<file path="src/rtl/stopwatch_pkg.sv">
// stopwatch_pkg -- shared definitions for the mm:ss stopwatch.
//   status_e : run-status encoding, which is also the FSM state register value
//   SEC_MAX  : last seconds value before the seconds field wraps
package stopwatch_pkg;

  typedef enum logic [1:0] {
    ST_IDLE    = 2'b00,
    ST_RUNNING = 2'b01,
    ST_PAUSED  = 2'b10
  } status_e;

  localparam logic [5:0] SEC_MAX = 6'd59;

endpackage

</file>
<file path="src/rtl/stopwatch_time_counter.sv">
// stopwatch_time_counter -- mm:ss elapsed-time register with wrap arithmetic.
// Ports:
//   clk     in   system clock (posedge)
//   rst     in   synchronous active-high reset, clears to 00:00
//   clear   in   soft clear to 00:00, wins over tick
//   tick    in   advance one second this cycle
//   minutes out  8-bit binary minutes, 0..MAX_MIN
//   seconds out  6-bit binary seconds, 0..59
// At MAX_MIN:59 the next tick wraps to 00:00; there is no saturation.
module stopwatch_time_counter
  import stopwatch_pkg::*;
#(
  parameter int MAX_MIN = 99
) (
  input  logic       clk,
  input  logic       rst,
  input  logic       clear,
  input  logic       tick,
  output logic [7:0] minutes,
  output logic [5:0] seconds
);

  logic [7:0] minutes_q, minutes_d;
  logic [5:0] seconds_q, seconds_d;

  always_comb begin
    minutes_d = minutes_q;
    seconds_d = seconds_q;
    if (clear) begin
      minutes_d = 8'd0;
      seconds_d = 6'd0;
    end else if (tick) begin
      if (seconds_q == SEC_MAX) begin
        seconds_d = 6'd0;
        if (minutes_q == 8'(MAX_MIN)) begin
          minutes_d = 8'd0;
        end else begin
          minutes_d = minutes_q + 8'd1;
        end
      end else begin
        seconds_d = seconds_q + 6'd1;
      end
    end
  end

  always_ff @(posedge clk) begin
    if (rst) begin
      minutes_q <= 8'd0;
      seconds_q <= 6'd0;
    end else begin
      minutes_q <= minutes_d;
      seconds_q <= seconds_d;
    end
  end

  assign minutes = minutes_q;
  assign seconds = seconds_q;

endmodule

</file>
<file path="src/rtl/stopwatch.sv">
// stopwatch -- minutes/seconds stopwatch with start, stop and soft clear.
// Ports:
//   clk     in   system clock (posedge)
//   rst     in   synchronous active-high global reset
//   start   in   start/resume pulse (one cycle)
//   stop    in   pause pulse (one cycle)
//   reset   in   soft clear pulse (one cycle)
//   minutes out  elapsed minutes, 0..MAX_MIN
//   seconds out  elapsed seconds, 0..59
//   status  out  registered FSM state: 00 IDLE, 01 RUNNING, 10 PAUSED
// Build option: define STOPWATCH_PRESCALE_EN to count one second per CLK_HZ
// cycles. Without it the count advances every cycle while RUNNING.
// Control priority each cycle: rst > reset > stop > start. All inputs are
// level-sampled single-cycle pulses; there is no handshake, and every output
// comes straight from a flop.
module stopwatch
  import stopwatch_pkg::*;
#(
  parameter int CLK_HZ  = 100_000_000,
  parameter int MAX_MIN = 99
) (
  input  logic       clk,
  input  logic       rst,
  input  logic       start,
  input  logic       stop,
  input  logic       reset,
  output logic [7:0] minutes,
  output logic [5:0] seconds,
  output logic [1:0] status
);

  status_e state_q, state_d;
  logic    running;
  logic    advance;
  logic    tick;

  // FSM next state
  always_comb begin
    state_d = state_q;
    if (reset) begin
      state_d = ST_IDLE;
    end else if (stop) begin
      if (state_q == ST_RUNNING) state_d = ST_PAUSED;
    end else if (start) begin
      if (state_q != ST_RUNNING) state_d = ST_RUNNING;
    end
  end

  always_ff @(posedge clk) begin
    if (rst) state_q <= ST_IDLE;
    else     state_q <= state_d;
  end

  // The count moves only out of a registered RUNNING state, so the cycle that
  // samples start does not count, and the cycle that samples stop or reset
  // does not count either.
  assign running = (state_q == ST_RUNNING);
  assign advance = running && !stop && !reset;

`ifdef STOPWATCH_PRESCALE_EN
  localparam int PW = (CLK_HZ > 1) ? $clog2(CLK_HZ) : 1;

  logic [PW-1:0] presc_q, presc_d;
  logic          presc_last;

  assign presc_last = (presc_q == PW'(CLK_HZ - 1));

  // Held while paused; cleared by soft clear so a restart begins a full second.
  always_comb begin
    presc_d = presc_q;
    if (reset) begin
      presc_d = '0;
    end else if (advance) begin
      presc_d = presc_last ? '0 : presc_q + PW'(1);
    end
  end

  always_ff @(posedge clk) begin
    if (rst) presc_q <= '0;
    else     presc_q <= presc_d;
  end

  assign tick = advance && presc_last;
`else
  // One second per cycle; a non-positive CLK_HZ is meaningless and stops the
  // count rather than pretending to be a rate.
  assign tick = advance && (CLK_HZ > 0);
`endif

  stopwatch_time_counter #(
    .MAX_MIN (MAX_MIN)
  ) u_time_counter (
    .clk     (clk),
    .rst     (rst),
    .clear   (reset),
    .tick    (tick),
    .minutes (minutes),
    .seconds (seconds)
  );

  assign status = state_q;

endmodule

</file>
<file path="config.mk">
export PLATFORM = sky130hd
export DESIGN_NAME = stopwatch
export DESIGN_NICKNAME = d
export VERILOG_FILES = /design/src/rtl/stopwatch_pkg.sv /design/src/rtl/stopwatch_time_counter.sv /design/src/rtl/stopwatch.sv
export SDC_FILE = /design/constraint.sdc
export NUM_CORES = 1
export LEC_CHECK = 0
export BUFFER_PORTS_ARGS = -buffer_cell sky130_fd_sc_hd__buf_2
export CORE_MARGIN = 1.5
export CORE_UTILIZATION = 44
export CTS_CLUSTER_SIZE = 12
export DETAILED_ROUTE_END_ITERATION = 8
export PLACE_DENSITY = 0.78
export SETUP_SLACK_MARGIN = 0.3
export SLEW_MARGIN = 20
export SYNTH_ARGS = -nofsm -noshare
export SYNTH_HDL_FRONTEND = slang
export SYNTH_SLANG_ARGS = --single-unit
</file>
<file path="constraint.sdc">
create_clock -name clk -period 1.5 [get_ports clk]
set_clock_uncertainty 0.05 [all_clocks]
set_input_delay 0.3 -clock clk [delete_from_list [all_inputs] [get_ports clk]]
set_output_delay 0.3 -clock clk [all_outputs]
set_load 0.01 [all_outputs]
</file>
# After elaboration in Yosys (flattened, before gate mapping)
# Index checks and enable logic that the tools add are counted.
[word_totals] elab_cells=25 latch_bits=0 inputBits=5 ramBits=0 ff_bits=16 mem_bits_ro=0 output_inout_bits=16 memories=0
[op_classes] add_sub_neg=2 div=0 bitwise_logic=0 n_reduce_logical=9 shift=0 n_mul=0 order_cmp=0 muxes=6 eq_ne=5
[op_table] op="$add A8 B1 Y8 const B" count=1
[op_table] op="$eq A8 B7 Y1 const B" count=1
[op_table] op="$mux W2" count=4
[op_table] op="$mux W8" count=1
[op_table] op="$add A6 B1 Y6 const B" count=1
[op_table] op="$eq A6 B6 Y1 const B" count=1
[op_table] op="$mux W6" count=1
[op_table] op="$ne A2 B1 Y1 const B" count=2
[op_table] op="$reduce_bool A2 Y1" count=2
[op_table] op="$reduce_and A3 Y1" count=1
[op_table] op="$eq A2 B1 Y1 const B" count=1
[op_table] op="$logic_and A1 B1 Y1" count=2
[op_table] op="$logic_not A1 Y1" count=2
[op_table] op="$reduce_and A2 Y1" count=1
[op_table] op="$reduce_or A2 Y1" count=1

# Depth between registers and ports, before layout
[depth] ltp_word=4 depth_mapped=7

# By module
# Synthesis repeated with hierarchy kept, for this count alone.
[unflattened] cells_unflattened=87 hier_area_um2=793.3
[modules_own_cells] mod="stopwatch_time_counter" cells_per_inst=76 seq_area_each_um2=280.3 instances=1 area_per_inst_um2=688.2
[modules_own_cells] mod="stopwatch" cells_per_inst=11 seq_area_each_um2=40.0 instances=1 area_per_inst_um2=105.1

# Worst setup path before layout
# No wires, ideal clock.
[synth_path] kind="register to register" startpoint="reg state_q[0] (netlist: status[0])" endpoint="reg u_time_counter.minutes_q[2] (netlist: u_time_counter.minutes[2])" n_path_buf=1 arrival_time_ns=1.487 stages_incl_launch_ff=8 required_time_ns=1.317 synth_period_minus_slack_ns=1.669 slack_ns=-0.169 cell_sequence="dfxtp_1 nor2b_1 ha_1 and3b_1 buf_4 nand2_2 o21ai_0 nor2_1"
[synth_via] elab_chain_len=4
[synth_rtl] item="start: declaration" line="stopwatch.sv:32" source="status_e state_q, state_d;"
[synth_rtl] item="start signal: assignment" line="stopwatch.sv:51" source="else state_q <= state_d;"
[synth_rtl] item="$eq A2 B1 Y1" line="stopwatch.sv:57" source="assign running = (state_q == ST_RUNNING);"
[synth_rtl] item="$logic_and A1 B1 Y1 (2 in series)" line="stopwatch.sv:58" source="assign advance = running && !stop && !reset;"
[synth_rtl] item="$reduce_and A2 Y1 (no line)"
[synth_rtl] item="end signal: assignment" line="stopwatch_time_counter.sv:51" source="minutes_q <= minutes_d;"
[synth_rtl] item="end: declaration" line="stopwatch_time_counter.sv:23" source="logic [7:0] minutes_q, minutes_d;"
# Every way passes these cells.
# A chain may end at the register's enable or synchronous reset.

# Worst setup path in the final report
[layout_path] startpoint="reg state_q[0] (netlist: status[0])" endpoint="reg u_time_counter.minutes_q[0] (netlist: u_time_counter.minutes[0])"
# The elaborated chain is that of the path after synthesis.

==> flow_summary_export.csv <==
group,metric,value,unit
run_status,run_status,"finished, violations left",
run_status,violations,"negative setup slack",
logic_synthesis,yosysWarnings,0,
logic_synthesis,ys_top_cells_by_count,"16 x dfxtp_1, 11 x nor2_1, 7 x nand2_1, 6 x a21oi_1",
power_and_ir_drop,p_leak,0.590,nW
route,wl,2.68,mm
setup_path,critPathMaxFanout,4,
clocking,cts_buffer_depth,2,
global_routing,grt_usage,0.242,
die,die_x,45.1,µm
timing,slew_headroom,0.645,
route,dr_total_vias,864,
global_routing,overflow,0,
timing,period_needed,1.67,ns
clocking,cts_tree,"built",
route,first_iter_violations,54,
place,io_buffers,20,
logic_synthesis,synth_cells,86,
logic_synthesis,ys_seq_elements,16,
logic_synthesis,syn_nets,94,
clocking,path_clk_slew,0.11,ns
min_path,hold_path.class,"in2reg",
logic_synthesis,synth_top_cell_by_area,"dfxtp_1",
setup_path,reg2reg_from,"status[0]",
min_path,holdPathStages,3,
route,drc_errors,0,
cells_and_area,syn_to_final_growth,72.3,%
logic_synthesis,ys_types,32,
power_and_ir_drop,p_per_area,598,mW/mm²
die,core_area,0.00169,mm²
logic_synthesis,synth_top_area_frac,0.412,
timing,hold_viol,0,
clocking,htree_num_levels,1,
timing,fmax,600,MHz
route,drt_first_pass_iters,4,
logic_synthesis,synth_top_cells_by_area,"dfxtp_1 41%, nor2_1 5.3%, ha_1 4.8%",
timing,setup_viol,13,
setup_path,end_kind,"flip-flop",
power_and_ir_drop,ir_drop,0.415,mV
job,drv_cap,0,
global_routing,grt_first_pass_wirelength,3.56,mm
place,place.gp.congestion,0.767,
clocking,clock_latency,0.30,ns
timing,tns,-0.791,ns
die,die-area,0.00203,mm²
setup_path,worstPathArrival,1.85,ns
logic_synthesis,yosys_most_used_dff,"dfxtp_1",
timing,rsz0062_at_grt,"yes",
die,row_count,15,
logic_synthesis,yosys.cell_count.top_type,"dfxtp_1",
route,wl_per_cell,18.0,µm
place,dp_hpwl,1.37,mm
die,ioPinCount,21,
setup_path,startpoint_type,"flip-flop",
die,dieHeight,45.1,µm
global_routing,grt_antenna_before_repair,0,
timing,hold_slack,0.233,ns
timing,period_share,1.11,
cells_and_area,diodes,0,
place,post-place-cells,137,
place,preCtsSetupSlack,-0.133,ns
setup_path,worst-r2r-cell-count,6,
logic_synthesis,postSynth.asyncResetShare,0,
logic_synthesis,synth-edff-count,0,
cells_and_area,fin_nets,141,
logic_synthesis,avgSynthCellArea,9.05,µm²
min_path,hold_start,"stop",
die,initial_core_util,0.461,
route,vias_per_cell,5.80,
logic_synthesis,synth.cell_area,778,µm²
setup_path,reg2reg_slack,-0.17,ns
global_routing,grt_max_degree,10,
cells_and_area,final_cells,149,
cells_and_area,drive_gt1_frac,0.652,
route,postRouteAntennaNets,0,
clocking,cts_buffers,3,
global_routing,grt_pass1_vias,832,
setup_path,cp_data_required_time,1.68,ns
clocking,cts-root-buf,"clkbuf_4",
timing,slew_viol_final,0,
timing,max_slew.worst_pin.slew,0.531,ns
setup_path,critPathKind,"reg2reg",
clocking,clkSinkCount,16,
logic_synthesis,ys_seq_area_frac,0.412,
timing,fin_ws,-0.166,ns
setup_path,regToRegEndpoint,"u_time_counter.minutes[0]",
min_path,min_to,"status[0]",
[cells in the final DEF (no fill, tap or decap), types with 3 or more instances in the layout]
cell type	Yosys	final
buf_2	0	13
buf_6	0	20
nand3_1	3	3
nand2_1	7	5
clkbuf_4	0	3
buf_4	1	11
nor2_1	11	7
a21oi_1	6	5
dfxtp_2	0	14
xor2_1	4	3
nand4_1	4	4
[critical path, cell delays in order, from the launching register on]
cell and delay, ns:
dfxtp_2 0.35, nor2b_4 0.16, ha_4 0.15, and3b_2 0.27, nand2_4 0.08, or3b_1 0.38
a21oi_1 0.15
[registers in the layout (all words and copies together) (netlist names)]
signal / count
u_time_counter.seconds: 6
u_time_counter.minutes: 8
status: 2
[repair_timing]
action,4_1_cts,5_1_grt
resized for setup,36,20
pin swaps,8,7
setup endpoints to repair,28,28
buffers inserted,4,4
endpoints found under the hold margin,0,0
hold buffers,0,0
[cell type report]
type                            instances  area, µm²
Tap cell                               17       21.3
Sequential cell                        16        338
Timing Repair Buffer                   44        373
Fill cell                              98        348
Clock buffer                            4       36.3
Multi-Input combinational cell         66        566
Inverter                                2       7.51
[stage by stage]
stage / instance area, µm² / utilization / total power [mW]
3_5_place_dp: 1030 / 0.608 / 0.479
3_3_place_gp: 1030 / 0.608 / 0.478
5_1_grt: 1340 / 0.794 / 0.823
2_1_floorplan: 801 / - / 0.458
6_report: 1340 / 0.794 / 0.802
4_1_cts: 1210 / 0.719 / 0.777
[layer usage]
| metal | track usage | up-vias | share of wire |
|---|---|---|---|
| li1 | - | 402 | - |
| met1 | 0.300 | 418 | 0.43 |
| met2 | 0.411 | 37 | 0.51 |
| met3 | 0.0440 | 7 | 0.035 |
| met4 | 0.100 | 0 | 0.025 |
| met5 | 0 | - | 0 |
[power breakdown]
group          internal, mW  switching (mW)
registers             0.427         0.00197
logic                0.0344          0.0324
clock network         0.148           0.158
total                 0.609           0.192
[how the worst max path moves through the flow]
stage / startpoint / end / cells after the start
6_report: status[0] / u_time_counter.minutes[0] / 6
5_1_grt: status[0] / u_time_counter.seconds[4] / 7
4_1_cts: status[0] / u_time_counter.minutes[0] / 6
3_5_place_dp: stop / u_time_counter.minutes[0] / 7
3_3_place_gp: stop / u_time_counter.minutes[6] / 7
2_1_floorplan: status[0] / u_time_counter.minutes[0] / 7
[kinds of logic after synthesis]
| logic type | Yosys count | synth area share |
|---|---|---|
| adder cells (fa/ha/maj) | 3 | 0.0482 |
| flip-flops | 16 | 0.412 |
| AO/OA/AOI/OAI | 11 | 0.0820 |
| AND/OR/NAND/NOR | 42 | 0.318 |
| buffers and inverters | 4 | 0.0241 |
| multiplexers | 2 | 0.0257 |
| XOR/XNOR | 8 | 0.0900 |
Power figures use the tool's default switching activity.
